### src/rtl/stage_modify_fold_pkg.sv
// ---------------------------------------------------------------------------
// stage_modify_fold_pkg
//
// Shared definitions for the BF CPU modify stage with INC/DEC folding:
//   - one-hot opcode bus width and bit positions (same layout as the other
//     pipeline stages),
//   - fold FSM state encoding (FOLD_IDLE / FOLD_ACCUM),
//   - small opcode classification helpers.
// ---------------------------------------------------------------------------
package stage_modify_fold_pkg;

  // Highest bit of the one-hot opcode bus.
  localparam int OPCODE_MSB = 7;

  // Bit positions inside the one-hot opcode bus.
  typedef enum int unsigned {
    OP_INC   = 0,  // "+"
    OP_DEC   = 1,  // "-"
    OP_RIGHT = 2,  // ">"
    OP_LEFT  = 3,  // "<"
    OP_OUT   = 4,  // "."
    OP_IN    = 5,  // ","
    OP_JZ    = 6,  // "["
    OP_JNZ   = 7   // "]"
  } op_bit_e;

  typedef logic [OPCODE_MSB:0] opcode_t;

  // Fold FSM states.
  typedef enum logic {
    FOLD_IDLE  = 1'b0,
    FOLD_ACCUM = 1'b1
  } fold_state_e;

  // INC and DEC are the only ops that can be merged into one cell write.
  function automatic logic is_fold(input opcode_t op);
    return op[OP_INC] | op[OP_DEC];
  endfunction

  // IN and OUT carry a data byte downstream; every other pass-through op
  // presents a zero data word.
  function automatic logic carries_data(input opcode_t op);
    return op[OP_IN] | op[OP_OUT];
  endfunction

endpackage

### src/rtl/stage_modify_step.sv
// ---------------------------------------------------------------------------
// stage_modify_step
//
// Combinational single-step cell update: stepped = val + 1 or val - 1.
//
// Build option:
//   STAGE_MODIFY_SATURATE_EN  defined   -> each step clamps at 0 / 2^D_WIDTH-1
//                             undefined -> modular wrap (no clamp logic built)
//
// Ports:
//   val      in  D_WIDTH  value before the step
//   dec      in  1        1 = decrement, 0 = increment
//   stepped  out D_WIDTH  value after the step
// ---------------------------------------------------------------------------
module stage_modify_step #(
  parameter int D_WIDTH = 8
) (
  input  logic [D_WIDTH-1:0] val,
  input  logic               dec,
  output logic [D_WIDTH-1:0] stepped
);

`ifdef STAGE_MODIFY_SATURATE_EN
  localparam logic [D_WIDTH-1:0] MAX_VAL = '1;

  // Clamp is applied to this single step only; a run like "+","-" from the
  // maximum therefore ends one below the maximum.
  always_comb begin
    if (dec) begin
      stepped = (val == '0) ? val : val - D_WIDTH'(1);
    end else begin
      stepped = (val == MAX_VAL) ? val : val + D_WIDTH'(1);
    end
  end
`else
  // Plain modulo-2^D_WIDTH arithmetic: 255+1 -> 0, 0-1 -> 255.
  assign stepped = dec ? val - D_WIDTH'(1) : val + D_WIDTH'(1);
`endif

endmodule

### src/rtl/stage_modify_fold.sv
// ---------------------------------------------------------------------------
// stage_modify_fold
//
// Cell-modify pipeline stage of the BF CPU. Sits between the cell-read and
// write-back stages. Consecutive INC/DEC ops are folded into a single output
// carrying the net cell value, so a run of N "+"/"-" costs one downstream
// write. Every other op passes through with one cycle of latency.
//
// Build option (handled in stage_modify_step):
//   STAGE_MODIFY_SATURATE_EN  saturating per-step arithmetic instead of wrap.
//
// Parameters:
//   D_WIDTH    cell/data width
//   MAX_RUN    max source ops folded into one output (1..255, 1 = no folding)
//   RUN_WIDTH  width of the run counter and run_len (derived)
//
// Ports:
//   clk           in   clock
//   reset         in   asynchronous active-low reset
//   a_in          in   cell value (or input byte for IN) with operation_in
//   operation_in  in   one-hot op from upstream
//   drdy_in       in   upstream op valid
//   ack           out  upstream op consumed this cycle (combinational)
//   a             out  value to write back / output
//   operation     out  op presented downstream (first op of a folded run)
//   drdy          out  downstream output valid
//   ack_in        in   downstream accepts the output
//   run_len       out  number of source ops folded into the current output
// ---------------------------------------------------------------------------
module stage_modify_fold
  import stage_modify_fold_pkg::*;
#(
  parameter  int D_WIDTH   = 8,
  parameter  int MAX_RUN   = 16,
  localparam int RUN_WIDTH = $clog2(MAX_RUN + 1)
) (
  input  logic                 clk,
  input  logic                 reset,
  input  logic [D_WIDTH-1:0]   a_in,
  input  logic [OPCODE_MSB:0]  operation_in,
  input  logic                 drdy_in,
  output logic                 ack,
  output logic [D_WIDTH-1:0]   a,
  output logic [OPCODE_MSB:0]  operation,
  output logic                 drdy,
  input  logic                 ack_in,
  output logic [RUN_WIDTH-1:0] run_len
);

  localparam logic [RUN_WIDTH-1:0] RUN_MAX = RUN_WIDTH'(MAX_RUN);
  localparam logic [RUN_WIDTH-1:0] RUN_ONE = RUN_WIDTH'(1);
  // With MAX_RUN == 1 a fold op is emitted straight from IDLE.
  localparam bit NO_FOLD = (MAX_RUN == 1);

  // -------------------------------------------------------------------------
  // State
  // -------------------------------------------------------------------------
  fold_state_e          state;
  logic [D_WIDTH-1:0]   val;   // running cell value of the open run
  logic [RUN_WIDTH-1:0] run;   // ops folded so far in the open run
  opcode_t              op0;   // first op of the open run

  // -------------------------------------------------------------------------
  // Datapath / control
  // -------------------------------------------------------------------------
  logic                 fold;
  logic                 free;
  logic                 take;
  logic                 run_full;
  logic                 emit;
  logic                 load;
  opcode_t              load_op;
  logic [D_WIDTH-1:0]   load_a;
  logic [RUN_WIDTH-1:0] load_len;
  logic [D_WIDTH-1:0]   step_base;
  logic [D_WIDTH-1:0]   stepped;

  // The first op of a run steps from the cell value it carries; later ops
  // step from the accumulated value.
  assign step_base = (state == FOLD_ACCUM) ? val : a_in;

  stage_modify_step #(
    .D_WIDTH (D_WIDTH)
  ) u_step (
    .val     (step_base),
    .dec     (operation_in[OP_DEC]),
    .stepped (stepped)
  );

  assign fold     = is_fold(operation_in);
  assign free     = !drdy | ack_in;
  assign run_full = (run == RUN_MAX);
  assign take     = drdy_in & ack;

  // NOTE: every signal driven here gets a default before the case statement,
  // so no path leaves one unassigned and no latch is inferred.
  always_comb begin
    ack      = 1'b0;
    emit     = 1'b0;
    load     = 1'b0;
    load_op  = operation_in;
    load_a   = '0;
    load_len = RUN_ONE;

    case (state)
      FOLD_IDLE: begin
        ack = free;
        if (drdy_in && free) begin
          if (!fold) begin
            load   = 1'b1;
            load_a = carries_data(operation_in) ? a_in : '0;
          end else if (NO_FOLD) begin
            load   = 1'b1;
            load_a = stepped;
          end
        end
      end

      FOLD_ACCUM: begin
        // Keep absorbing while the next op is a fold op and the run has room.
        ack  = drdy_in & fold & !run_full;
        // A bubble, a non-fold op or a full run closes the run. The breaking
        // op itself is left on the input for IDLE to consume later.
        emit = free & (!drdy_in | !fold | run_full);
        if (emit) begin
          load     = 1'b1;
          load_op  = op0;
          load_a   = val;
          load_len = run;
        end
      end

      default: ;
    endcase
  end

  // -------------------------------------------------------------------------
  // Registers: FSM, run accumulator and output slot
  // -------------------------------------------------------------------------
  // NOTE: sequential state uses non-blocking assignments only, so every
  // register samples pre-edge values regardless of statement order.
  always_ff @(posedge clk or negedge reset) begin
    if (!reset) begin
      // NOTE: the run accumulator is reset along with the output slot, so a
      // partial fold interrupted by reset can never reappear afterwards.
      state     <= FOLD_IDLE;
      val       <= '0;
      run       <= '0;
      op0       <= '0;
      drdy      <= 1'b0;
      operation <= '0;
      a         <= '0;
      run_len   <= '0;
    end else begin
      // Output slot: load, otherwise drop the valid once it is accepted.
      if (load) begin
        operation <= load_op;
        a         <= load_a;
        run_len   <= load_len;
        drdy      <= 1'b1;
      end else if (ack_in) begin
        drdy      <= 1'b0;
      end

      case (state)
        FOLD_IDLE: begin
          if (take && fold && !NO_FOLD) begin
            val   <= stepped;
            run   <= RUN_ONE;
            op0   <= operation_in;
            state <= FOLD_ACCUM;
          end
        end

        FOLD_ACCUM: begin
          if (take) begin
            val <= stepped;
            run <= run + RUN_ONE;
          end else if (emit) begin
            state <= FOLD_IDLE;
          end
        end

        default: state <= FOLD_IDLE;
      endcase
    end
  end

endmodule

### config.mk
export PLATFORM = sky130hd
export DESIGN_NAME = stage_modify_fold
export DESIGN_NICKNAME = d
export VERILOG_FILES = /design/src/rtl/stage_modify_fold_pkg.sv /design/src/rtl/stage_modify_step.sv /design/src/rtl/stage_modify_fold.sv
export SDC_FILE = /design/constraint.sdc
export NUM_CORES = 1
export LEC_CHECK = 0
export CAP_MARGIN = 40
export CORE_ASPECT_RATIO = 1.4
export CORE_MARGIN = 3
export CORE_UTILIZATION = 34
export CTS_CLUSTER_DIAMETER = 60
export DETAILED_ROUTE_END_ITERATION = 7
export GPL_ROUTABILITY_DRIVEN = 0
export SLEW_MARGIN = 20
export SYNTH_ARGS = -nofsm -noshare
export SYNTH_HDL_FRONTEND = slang
export SYNTH_HIERARCHICAL = 1
export SYNTH_SLANG_ARGS = --single-unit
### constraint.sdc
create_clock -name clk -period 4.7 [get_ports clk]
set_input_delay 1.175 -clock clk [delete_from_list [all_inputs] [get_ports clk]]
set_output_delay 1.175 -clock clk [all_outputs]
set_load 0.1 [all_outputs]
==> metrics.md <==
| Metric | Value |
|---|---|
| Status | finished clean |
| Clock root cell | clkbuf_8 |
| Tot Pwr | 2420 µW |
| Final antenna-violating net count | 0 |
| Pin count of the biggest net entering global routing | 27 |
| Yosys warning count | 6 |
| Core footprint | 0.00634 mm² |
| Port bufs | 42 |
| Slowest stage cell, crit path | clkdlybuf4s50_1 |
| Worst Reg-to-Reg Cells | 8 |
| Dpl cells | 344 |
| Arr. time, crit path | 2590 ps |
| CP Cell Sequence | clkdlybuf4s50_1 > o21ai_2 > nor2_1 > nand2_1 > o21ai_0 > buf_12 |
| Power per Cell Area | 749 mW/mm² |
| Post-synthesis cell type count | 42 |
| Post-synth EDFFs | 0 |
| Endpoints failing setup | 0 |
| All-Layer GR Usage | 16.1% |
| Hold_buf cts | 0 |
| Antenna violations before repair | 0 |
| Post-Synth Adder-Cell Area | 5.27% |
| Async SR Flop Fraction | 100% |
| Startpoint types | input pin |
| CTS H-tree depth | 2 |
| CTS tree | done |
| Fin util | 50.9% |
| Final non-filler cell total | 352 |
| Tcrit/Tclk final | 80.2% |
| Initial DRC count | 81 |
| Sequential cell area fraction in the yosys report | 48.4% |
| Max-cap violations | 0 |
| Crit path max fanout | 7 |
| Final hold vios | 0 |
| Post-Route WL | 5590 µm |
| RSZ-0062 raised after global routing | false |
| Clock Latency Late Sink | 290 ps |
| Initial Utilization | 35.9% |
| Number of global-route vias before repair | 1973 |
| Clock sinks | 44 |
| Die Y | 103 µm |
| CTS Buffer Depth | 2 |
| CP required | 3520 ps |
| Synth Area in Simple Gates | 13.3% |
| Dpl hpwl | 4100 µm |
| Die Footprint | 0.00773 mm² |
| Vias per std cell | 5.26 |
| FMAX | 265 MHz |
| Detailed Routing Iterations Pass 1 | 4 |
| Total Neg Setup Slack | 0 ps |
| ANT cells | 0 |
| Slew at the pin closest to its max-slew limit | 884 ps |
| Post-CTS sizing | 0 |
| Area Overhead vs Synth | 41.7% |
| CP Depth | 6 |
| HP Class | flop to flop |
| Vias | 1852 |
| Setup CP Type | input pin to output port |
| Crit path capture type | output port |
| First-pass GRT wire length | 9470 µm |
| Placed inst area | 0.00313 mm² |
| Clock buffer count from CTS | 5 |
| Combinational family with the most area after synthesis | compound AO/OA/AOI/OAI gates |
| CP top delay family | buffers and inverters |
| Postcts setup bufs | 0 |
| Count of final max-slew check failures | 0 |
| Post-layout net count | 308 |
| DR WL/cell | 15.9 µm |
| Final Instance Area | 0.00323 mm² |
| Bufs and invs on worst path | 2 |
| Hold Path Cell Cnt | 1 |
| Synth Area in Compound Gates | 20.0% |
| CP peak stage delay | 570 ps |
| Mean Syn Cell Area | 10.7 µm² |
| Top_reg_cell synth | dfrtp_1 |
| Multiplexer share of the synthesized area | 7.91% |
| Fillers | 589 |
| Ports | 43 |
| Post-Synth XOR/XNOR Area | 1.92% |
| Synth Register Bits | 44 |
| Tmin final | 3770 ps |
| Rel. slew slack | 41.0% |
| Max IR drop VDD | 0.000404 V |
| Cells after synthesis | 212 |
| Clk slew on worst S/H paths | 80 ps |
| Syn nets | 241 |
| Die width | 75.2 µm |
| Cell Rows | 34 |
| Share of layout cells above drive strength 1 | 20.7% |
| GRT Residual Overflow | 0 |
| Detailed-route DRC error count | 0 |
| Synth Cell Area | 0.00228 mm² |
| Layout Skew | 6.73 ps |
| Leakage Power | 0.00144 µW |
## flip-flops by register name, indices dropped and copies added (netlist names)
signal / cells
val: 8
run: 5
run_len: 5
drdy: 1
op0: 8
operation: 8
a: 8
state: 1
## cells in the mapped netlist (2+ instances only)
library cell / n / area share (%)
dfrtp_1: 44 / 48
nand2_1: 27 / 4.5
mux2_2: 16 / 7.9
nor2_1: 14 / 2.3
a22o_1: 12 / 4.6
a21oi_1: 9 / 2.0
a221o_1: 8 / 3.5
ha_1: 8 / 4.4
inv_1: 8 / 1.3
o21ai_0: 8 / 1.8
a21o_1: 7 / 2.3
clkbuf_1: 5 / 0.82
nand4_1: 3 / 0.82
nor3_1: 3 / 0.66
o211ai_1: 3 / 0.99
xor2_1: 3 / 1.2
a211oi_1: 2 / 0.66
buf_2: 2 / 0.44
nand2b_1: 2 / 0.55
nor2b_1: 2 / 0.55
nor3b_1: 2 / 0.66
o21a_1: 2 / 0.66
or3_1: 2 / 0.55
xnor2_1: 2 / 0.77
## placed cells by master (no fill, tap or decap), types with 3 or more instances in the layout
cell,count
dfrtp_1,44
clkdlybuf4s50_1,40
nand2_1,27
buf_8,22
mux2_2,16
nor2_1,14
a22o_1,12
a21oi_1,9
inv_1,8
o21ai_0,8
a221o_1,8
ha_1,8
a21o_1,7
clkbuf_8,6
buf_4,4
nor3_1,3
nand4_1,3
xor2_1,3
o211ai_1,3
## power by group
part | internal [µW] | switching, µW
Sequential | 531 | 105
Combinational | 601 | 935
Clock | 117 | 126
Total | 1250 | 1170
## worst paths after layout
kind                                end    startpoint  slack (ps)
max                                 ack       drdy_in         930
min                        operation[6]  operation[6]         480
max reg2reg                      val[5]         state        1780
min reg2reg                operation[6]  operation[6]         480
max in group asynchronous          a[0]         reset        3370
min in group asynchronous    run_len[4]         reset         830
## per-stage QoR
| stage | worst slack (ps) | hold WS [ps] |
|---|---|---|
| 6_report | 931 | 480 |
| 5_1_grt | 772 | 500 |
| 4_1_cts | 915 | 484 |
| 3_5_place_dp | 919 | 464 |
| 3_3_place_gp | 958 | 457 |
| 2_1_floorplan | 191 | 469 |
## layout make-up
class                           instances  area [µm²]  share of cell area [%]
Multi-Input combinational cell        151        1110                    34.3
Sequential cell                        44        1100                    34.1
Timing Repair Buffer                   69         806                    25.0
Tap cell                               72        90.1                    2.79
Clock buffer                            6        82.6                    2.56
Inverter                                8        30.0                   0.931
Clock inverter                          2        10.0                   0.310
## kinds of logic after synthesis
group | after synthesis
and+or+nand+nor | 61
xor gates and xnor gates | 5
AOI/OAI and AO/OA | 60
DFF | 44
muxes | 16
buffers and inverters | 17
adders and majority gates | 9
## per-layer routing
metal	GRT usage, %	part of all wire (%)	up-vias
li1	-	-	915
met1	20.3	44	886
met2	27.6	50	42
met3	2.93	3.7	9
met4	5.11	2.1	0
met5	0	0	-
(Power assumes the default switching activity.)
